## src/rtl/id_ex_stage.sv

```systemverilog
// ID/EX pipeline register feeding the 32-bit ALU.
// Latches decoded operands/control, inserts bubbles on hazards and flushes,
// and owns the multi-cycle divide interlock (start pulse, busy, ID stall).
module id_ex_stage #(
    parameter int WIDTH      = 32,
    parameter int DIV_CYCLES = 32
) (
    input  logic             clk,
    input  logic             reset,
    input  logic             id_valid,
    input  logic [WIDTH-1:0] id_rs_data,
    input  logic [WIDTH-1:0] id_rt_data,
    input  logic [4:0]       id_shamt,
    input  logic [2:0]       id_alu_sel,
    input  logic             id_is_div,
    input  logic             id_reg_write,
    input  logic             id_mem_read,
    input  logic             id_mem_write,
    input  logic [4:0]       id_rd,
    input  logic             hz_stall,
    input  logic             flush,
    output logic [WIDTH-1:0] ex_a,
    output logic [WIDTH-1:0] ex_b,
    output logic [4:0]       ex_shamt,
    output logic [2:0]       ex_sel,
    output logic             ex_reg_write,
    output logic             ex_mem_read,
    output logic             ex_mem_write,
    output logic [4:0]       ex_rd,
    output logic             ex_valid,
    output logic             ex_div_reset,
    output logic             div_busy,
    output logic             id_stall
);

    localparam int CNT_W = $clog2(DIV_CYCLES) + 1;
    localparam logic [CNT_W-1:0] CNT_LAST = CNT_W'(DIV_CYCLES - 1);

    typedef enum logic {
        IDLE,
        DIV
    } state_t;

    state_t           state;
    state_t           state_next;
    logic [CNT_W-1:0] count;
    logic             div_done;
    logic             take_bubble;

    assign div_done    = (count == CNT_LAST);
    assign take_bubble = flush | hz_stall | ~id_valid;

    // State register: IDLE issues instructions, DIV holds the stage for the divider
    always_ff @(posedge clk or negedge reset) begin
        if (!reset) begin
            state <= IDLE;
        end else begin
            state <= state_next;
        end
    end

    // Next state: only a real, unkilled divide enters DIV; DIV leaves after DIV_CYCLES cycles
    always_comb begin
        state_next = state;
        case (state)
            IDLE: begin
                if (!take_bubble && id_is_div) begin
                    state_next = DIV;
                end
            end
            DIV: begin
                if (div_done) begin
                    state_next = IDLE;
                end
            end
            default: state_next = IDLE;
        endcase
    end

    // Divide cycle counter: held at zero while idle, counts every cycle in DIV
    always_ff @(posedge clk or negedge reset) begin
        if (!reset) begin
            count <= '0;
        end else if (state == DIV) begin
            count <= count + CNT_W'(1);
        end else begin
            count <= '0;
        end
    end

    // Pipeline register: load, bubble, or hold the divide while the divider runs
    always_ff @(posedge clk or negedge reset) begin
        if (!reset) begin
            ex_a         <= '0;
            ex_b         <= '0;
            ex_shamt     <= '0;
            ex_sel       <= '0;
            ex_reg_write <= 1'b0;
            ex_mem_read  <= 1'b0;
            ex_mem_write <= 1'b0;
            ex_rd        <= '0;
            ex_valid     <= 1'b0;
            ex_div_reset <= 1'b0;
        end else if (state == DIV) begin
            ex_div_reset <= 1'b0;
            if (div_done) begin
                ex_a         <= '0;
                ex_b         <= '0;
                ex_shamt     <= '0;
                ex_sel       <= '0;
                ex_reg_write <= 1'b0;
                ex_mem_read  <= 1'b0;
                ex_mem_write <= 1'b0;
                ex_rd        <= '0;
                ex_valid     <= 1'b0;
            end
        end else if (take_bubble) begin
            ex_a         <= '0;
            ex_b         <= '0;
            ex_shamt     <= '0;
            ex_sel       <= '0;
            ex_reg_write <= 1'b0;
            ex_mem_read  <= 1'b0;
            ex_mem_write <= 1'b0;
            ex_rd        <= '0;
            ex_valid     <= 1'b0;
            ex_div_reset <= 1'b0;
        end else begin
            ex_a         <= id_rs_data;
            ex_b         <= id_rt_data;
            ex_shamt     <= id_shamt;
            ex_sel       <= id_alu_sel;
            ex_rd        <= id_rd;
            ex_valid     <= 1'b1;
            ex_reg_write <= id_reg_write & ~id_is_div;
            ex_mem_read  <= id_mem_read  & ~id_is_div;
            ex_mem_write <= id_mem_write & ~id_is_div;
            ex_div_reset <= id_is_div;
        end
    end

    // Interlock outputs: busy follows DIV, ID stalls on divide or load-use hazard
    always_comb begin
        div_busy = (state == DIV);
        id_stall = reset & (div_busy | hz_stall);
    end

endmodule

```

## config.mk

```make
export PLATFORM = sky130hd
export DESIGN_NAME = id_ex_stage
export DESIGN_NICKNAME = d
export VERILOG_FILES = /design/src/rtl/id_ex_stage.sv
export SDC_FILE = /design/constraint.sdc
export NUM_CORES = 1
export LEC_CHECK = 0
export ABC_AREA = 1
export CAP_MARGIN = 20
export CORE_ASPECT_RATIO = 0.5
export CORE_MARGIN = 4
export CORE_UTILIZATION = 40
export DETAILED_ROUTE_END_ITERATION = 7
export HOLD_SLACK_MARGIN = 0.03
export MAX_ROUTING_LAYER = met4
export PLACE_DENSITY_LB_ADDON = 0.2
export SLEW_MARGIN = 20
export SYNTH_ARGS = -nofsm -noshare
export SYNTH_HDL_FRONTEND = slang
export SYNTH_SLANG_ARGS = --single-unit
export TNS_END_PERCENT = 10
```

## constraint.sdc

```tcl
create_clock -name clk -period 1.6 [get_ports clk]
set_clock_uncertainty 0.15 [all_clocks]
set_input_delay 0.32 -clock clk [delete_from_list [all_inputs] [get_ports clk]]
set_output_delay 0.32 -clock clk [all_outputs]
set_load 0.02 [all_outputs]
```

Word-level counts from Yosys, hierarchy flattened
Cells that the tools add are included.

Add/sub/neg operators: 1. Eq/ne operators: 2. Muxes and demuxes: 28. Bitwise operators: 10. Reduce and logical (&&, ||, !) cells: 2.

Operator list (count): $mux 32 (5); $mux 5 (5); $mux 1 (13); $mux 3 (3); $add 6x1->6 const B (1); $eq 6x5->1 const B (1); $mux 6 (1); $and 1x1->1 (4); $not 1->1 (3); $or 1x1->1 (3); $ne 2x1->1 const B (1); $pmux 1 s2 (1); $logic_and 1x1->1 (1); $logic_not 1->1 (1).

Register bits: 89. Input bits: 86. Output and inout bits: 84.

Depth between registers and ports, before layout
Depth after elaboration: 6. Gate-level depth with buffers: 7. Depth with buffers taken out: 6.

Worst setup path after synthesis
OpenSTA, ideal clock, no wires.

Path type: register -> output. From: reg state (netlist: div_busy). To: out id_stall. Arrival time: 924 ps. Path slack: 206 ps. Cell stages (with the launch flop): 4. Path buffers: 1. Cell sequence: dfrtp_1 > buf_6 > nor2_4 > nor2_1.

Cells in the longest elaborated chain, start to end: 2.

Ends and longest elaborated chain: start, declared (line 44) `state_t state;`; start signal, assigned (line 58) `state <= state_next;`; $or 1x1->1 (line 145) `id_stall = reset & (div_busy | hz_stall);`; $and 1x1->1 (line 145); end, declared (line 33) `output logic id_stall`.

Every way passes these cells.

Worst setup path after layout
From: in hz_stall. To: out id_stall.

Cells in the longest elaborated chain, start to end: 2.

Ends and longest elaborated chain: start, declared (line 20) `input logic hz_stall,`; $or 1x1->1 (line 145); $and 1x1->1 (line 145).

Every way passes these cells.

==> impl_metrics.sql <==
INSERT INTO impl_metrics (metric_group, metric, value, unit) VALUES
('run_status', 'status', 'finished clean', ''),
('power', 'peak_ir_drop_on_the_vdd_network', '0.000599', 'V'),
('power', 'p_sw_share', '27.9', '%'),
('logic_synthesis', 'dominant_combinational_cell_family_by_area_after_synthesis', 'simple AND/OR/NAND/NOR gates', ''),
('clocking', 'cts_sinks', '89', ''),
('routing', 'post-route-drc-count', '0', ''),
('routing', 'antenna_left', '0', ''),
('clocking', 'cts-buffers-inserted', '9', ''),
('power', 'clkPwrFrac', '36.2', '%'),
('logic_synthesis', 'postSynth.topFlopCell', 'dfrtp_1', ''),
('timing', 'grt_setup_unrepaired', 'yes', ''),
('logic_synthesis', 'synthSimpleGateAreaFrac', '30.5', '%'),
('timing', 'timing.final.setup_violations', '0', ''),
('routing', 'vias_per_cell', '4.69', ''),
('placed_design', 'gp_routability_congestion', '0.740', ''),
('timing', 'fin_crit', '1.58', 'ns'),
('power', 'netSwitchingPower', '1650', 'uW'),
('logic_synthesis', 'synthDominantAreaCellType', 'dfrtp_1', ''),
('timing', 'tightestPinTransition', '0.459', 'ns'),
('clocking', 'clock_insertion_delay_worst_skew', '0.33', 'ns'),
('routing', 'route.final.wire_length', '10.0', 'mm'),
('logic_synthesis', 'synthesis.nets', '484', ''),
('critical_path', 'worst-endpoint-required', '1.13', 'ns'),
('final_layout', 'area_growth_syn_to_layout', '54.5', '%'),
('logic_synthesis', 'synth_edf_count', '0', ''),
('timing', 'slew_violations', '0', ''),
('final_layout', 'stdcell_area', '5670', 'um^2'),
('final_layout', 'drive_gt1_share', '6.67', '%'),
('power', 'sequentialPowerShare', '43.6', '%'),
('critical_path', 'setup.worst_path.start_class', 'input pin', ''),
('power', 'cell_internal_pwr', '4270', 'uW'),
('logic_synthesis', 'netlist_area', '3670', 'um^2'),
('floorplan', 'placement_rows', '24', ''),
('power', 'pwr-share-comb', '20.1', '%'),
('floorplan', 'die-width', '143', 'um'),
('global_route', 'grt_pass1_wl', '15.5', 'mm'),
('placed_design', 'numPortBuffers', '169', ''),
('global_route', 'via_count_of_the_first_global_routing_pass', '3071', ''),
('floorplan', 'io_pins', '170', ''),
('logic_synthesis', 'yosys.cell_types.count', '18', ''),
('floorplan', 'core', '8830', 'um^2'),
('logic_synthesis', 'post_synth_main_area_contributors', 'dfrtp_1 61%, nand2_1 17%, nand3_1 12%', ''),
('logic_synthesis', 'yosysMostFrequentCell', 'nand2_1', ''),
('power', 'finalPower', '5920', 'uW'),
('logic_synthesis', 'synth-seq-area-share', '60.7', '%'),
('global_route', 'grt_max_degree', '68', ''),
('routing', 'drc_violation_total_after_the_first_tritonroute_iteration', '160', ''),
('hold_path', 'class_of_the_worst_hold_path', 'flip-flop to flip-flop', ''),
('logic_synthesis', 'synth-compound-area-share', '0.818', '%'),
('critical_path', 'timing.critical_path.cells', 'clkdlybuf4s50_1, nor2_4, nor2_1, buf_4', ''),
('timing', 'postLayoutSetupSlackWorst', '0.0206', 'ns'),
('logic_synthesis', 'number_of_register_bits_inferred_by_synthesis', '89', ''),
('floorplan', 'floorplan.initialDensity', '41.6', '%'),
('clocking', 'max-clock-path-buffers', '2', ''),
('logic_synthesis', 'synth.avg_cell_area', '9.24', 'um^2'),
('clocking', 'tritoncts', 'built', ''),
('timing', 'timing_hold_violations_final', '0', ''),
('logic_synthesis', 'gate_count_after_technology_mapping', '397', ''),
('floorplan', 'floorplan.die.height', '75.7', 'um'),
('clocking', 'cts_htree_levels', '3', ''),
('critical_path', 'setup.worst_path.end_class', 'primary output', ''),
('logic_synthesis', 'synth.area.mux_share', '0', '%'),
('placed_design', 'dp_slack', '-0.426', 'ns'),
('timing', 'slew_headroom', '69.4', '%'),
('final_layout', 'n_antenna_cell', '0', ''),
('critical_path', 'worst_path_largest_cell_delay', '0.51', 'ns'),
('global_route', 'initial_antenna_violation_count', '0', ''),
('placed_design', 'dpl.hpwl', '6.72', 'mm'),
('logic_synthesis', 'most_used_standard_cells_in_the_synthesized_netlist', '167 x nand2_1, 89 x dfrtp_1, 86 x nand3_1, 17 x buf_6, 9 x inv_1', ''),
('global_route', 'grt_remaining_overflow', '0', ''),
('floorplan', 'dieArea', '10900', 'um^2');
[power groups by stage]
stage               combinational (uW)  clock (uW)  sequential [uW]
finish                            1190        2140             2580
global route                      1310        2320             2610
CTS                               1210        2200             2580
detailed placement                1340           0             2630
global placement                  1320           0             2620
floorplan                          379           0             2840
[cell usage in the layout, fill, tap and decap left out]
cell type and n:
dfrtp_1 88, nor2_4 1, clkinvlp_4 1, clkbuf_1 1
clkbuf_2 1, a21oi_1 3, buf_6 1, ha_1 1
clkinv_4 2, nand3_4 1, o21ai_0 3, clkdlybuf4s50_1 84
inv_1 9, clkinv_2 1, buf_4 7, nor2_1 7
dlygate4sd3_1 1, inv_2 2, nand2_2 1, nand2_1 167
dlygate4sd2_1 82, dfrtp_2 1, buf_12 5, bufinv_16 1
clkbuf_8 3, clkbuf_16 10, nand3_1 86
[cells by family after synthesis]
logic type | after synthesis
flops | 89
compound gates | 6
buf+inv | 38
fa+ha+maj | 1
simple gates | 263
[state kept, by name, summed over array words and instances, names as in the netlist, 3 cells and up]
signal and count:
count 6, ex_a 32, ex_b 32, ex_rd 5
ex_sel 3, ex_shamt 5
[through the flow]
stage | hold slack [ns] | std cells | TNS (ns) | utilization [%]
after floorplan | -0.126 | 397 | 0 | -
after global placement | 0.172 | 669 | -12.40 | 61.5
after detailed placement | 0.174 | 669 | -14.32 | 61.5
after CTS | 0.344 | 686 | -0.00934 | 63.9
after global routing | 0.355 | 687 | -0.0695 | 64.2
final | 0.339 | 687 | 0 | 64.2
[worst max-delay path: cells and delay by family]
kind                   cells  cell delay (ns)
and+or+nand+nor            2             0.13
buffers and inverters      2             0.65
[layer usage]
metal	global-route usage [%]	wire length (um)	share of wire, %
met3	5.71	732	7.3
met4	5.32	106	1.1
met2	30.4	4750	47
met5	-	0	0
met1	23.4	4440	44
[final cells by class]
class | instances | area [um^2]
Fill cell | 779 | 3160
Sequential cell | 89 | 2230
Timing Repair Buffer | 183 | 1780
Multi-Input combinational cell | 270 | 1160
Clock buffer | 12 | 256
Tap cell | 117 | 146
Clock inverter | 4 | 51.3
Inverter | 12 | 50.0
[path summary, 6_finish.rpt]
kind / startpoint / end / slack (ns) / cells after the start
setup / recovery: hz_stall / id_stall / 0.02 / 4
hold / removal: count[0]$_DFF_PN0_ / count[0]$_DFF_PN0_ / 0.34 / 1
setup reg to reg: count[0]$_DFF_PN0_ / div_busy$_DFF_PN0_ / 0.09 / 7
hold reg to reg: count[0]$_DFF_PN0_ / count[0]$_DFF_PN0_ / 0.34 / 1
max in group asynchronous: reset / ex_b[11]$_DFFE_PN0P_ / 0.18 / 4
min in group asynchronous: reset / ex_b[7]$_DFFE_PN0P_ / 0.38 / 3
[what timing repair did]
action	CTS	global route
buffers inserted	0	0
pin swaps	0	1
hold endpoints to repair	19	0
hold buffers	1	0
gates cloned	0	1
resized for setup	89	4
endpoints found under the setup margin	86	73
Note: power is estimated with default switching activity, not from simulation.
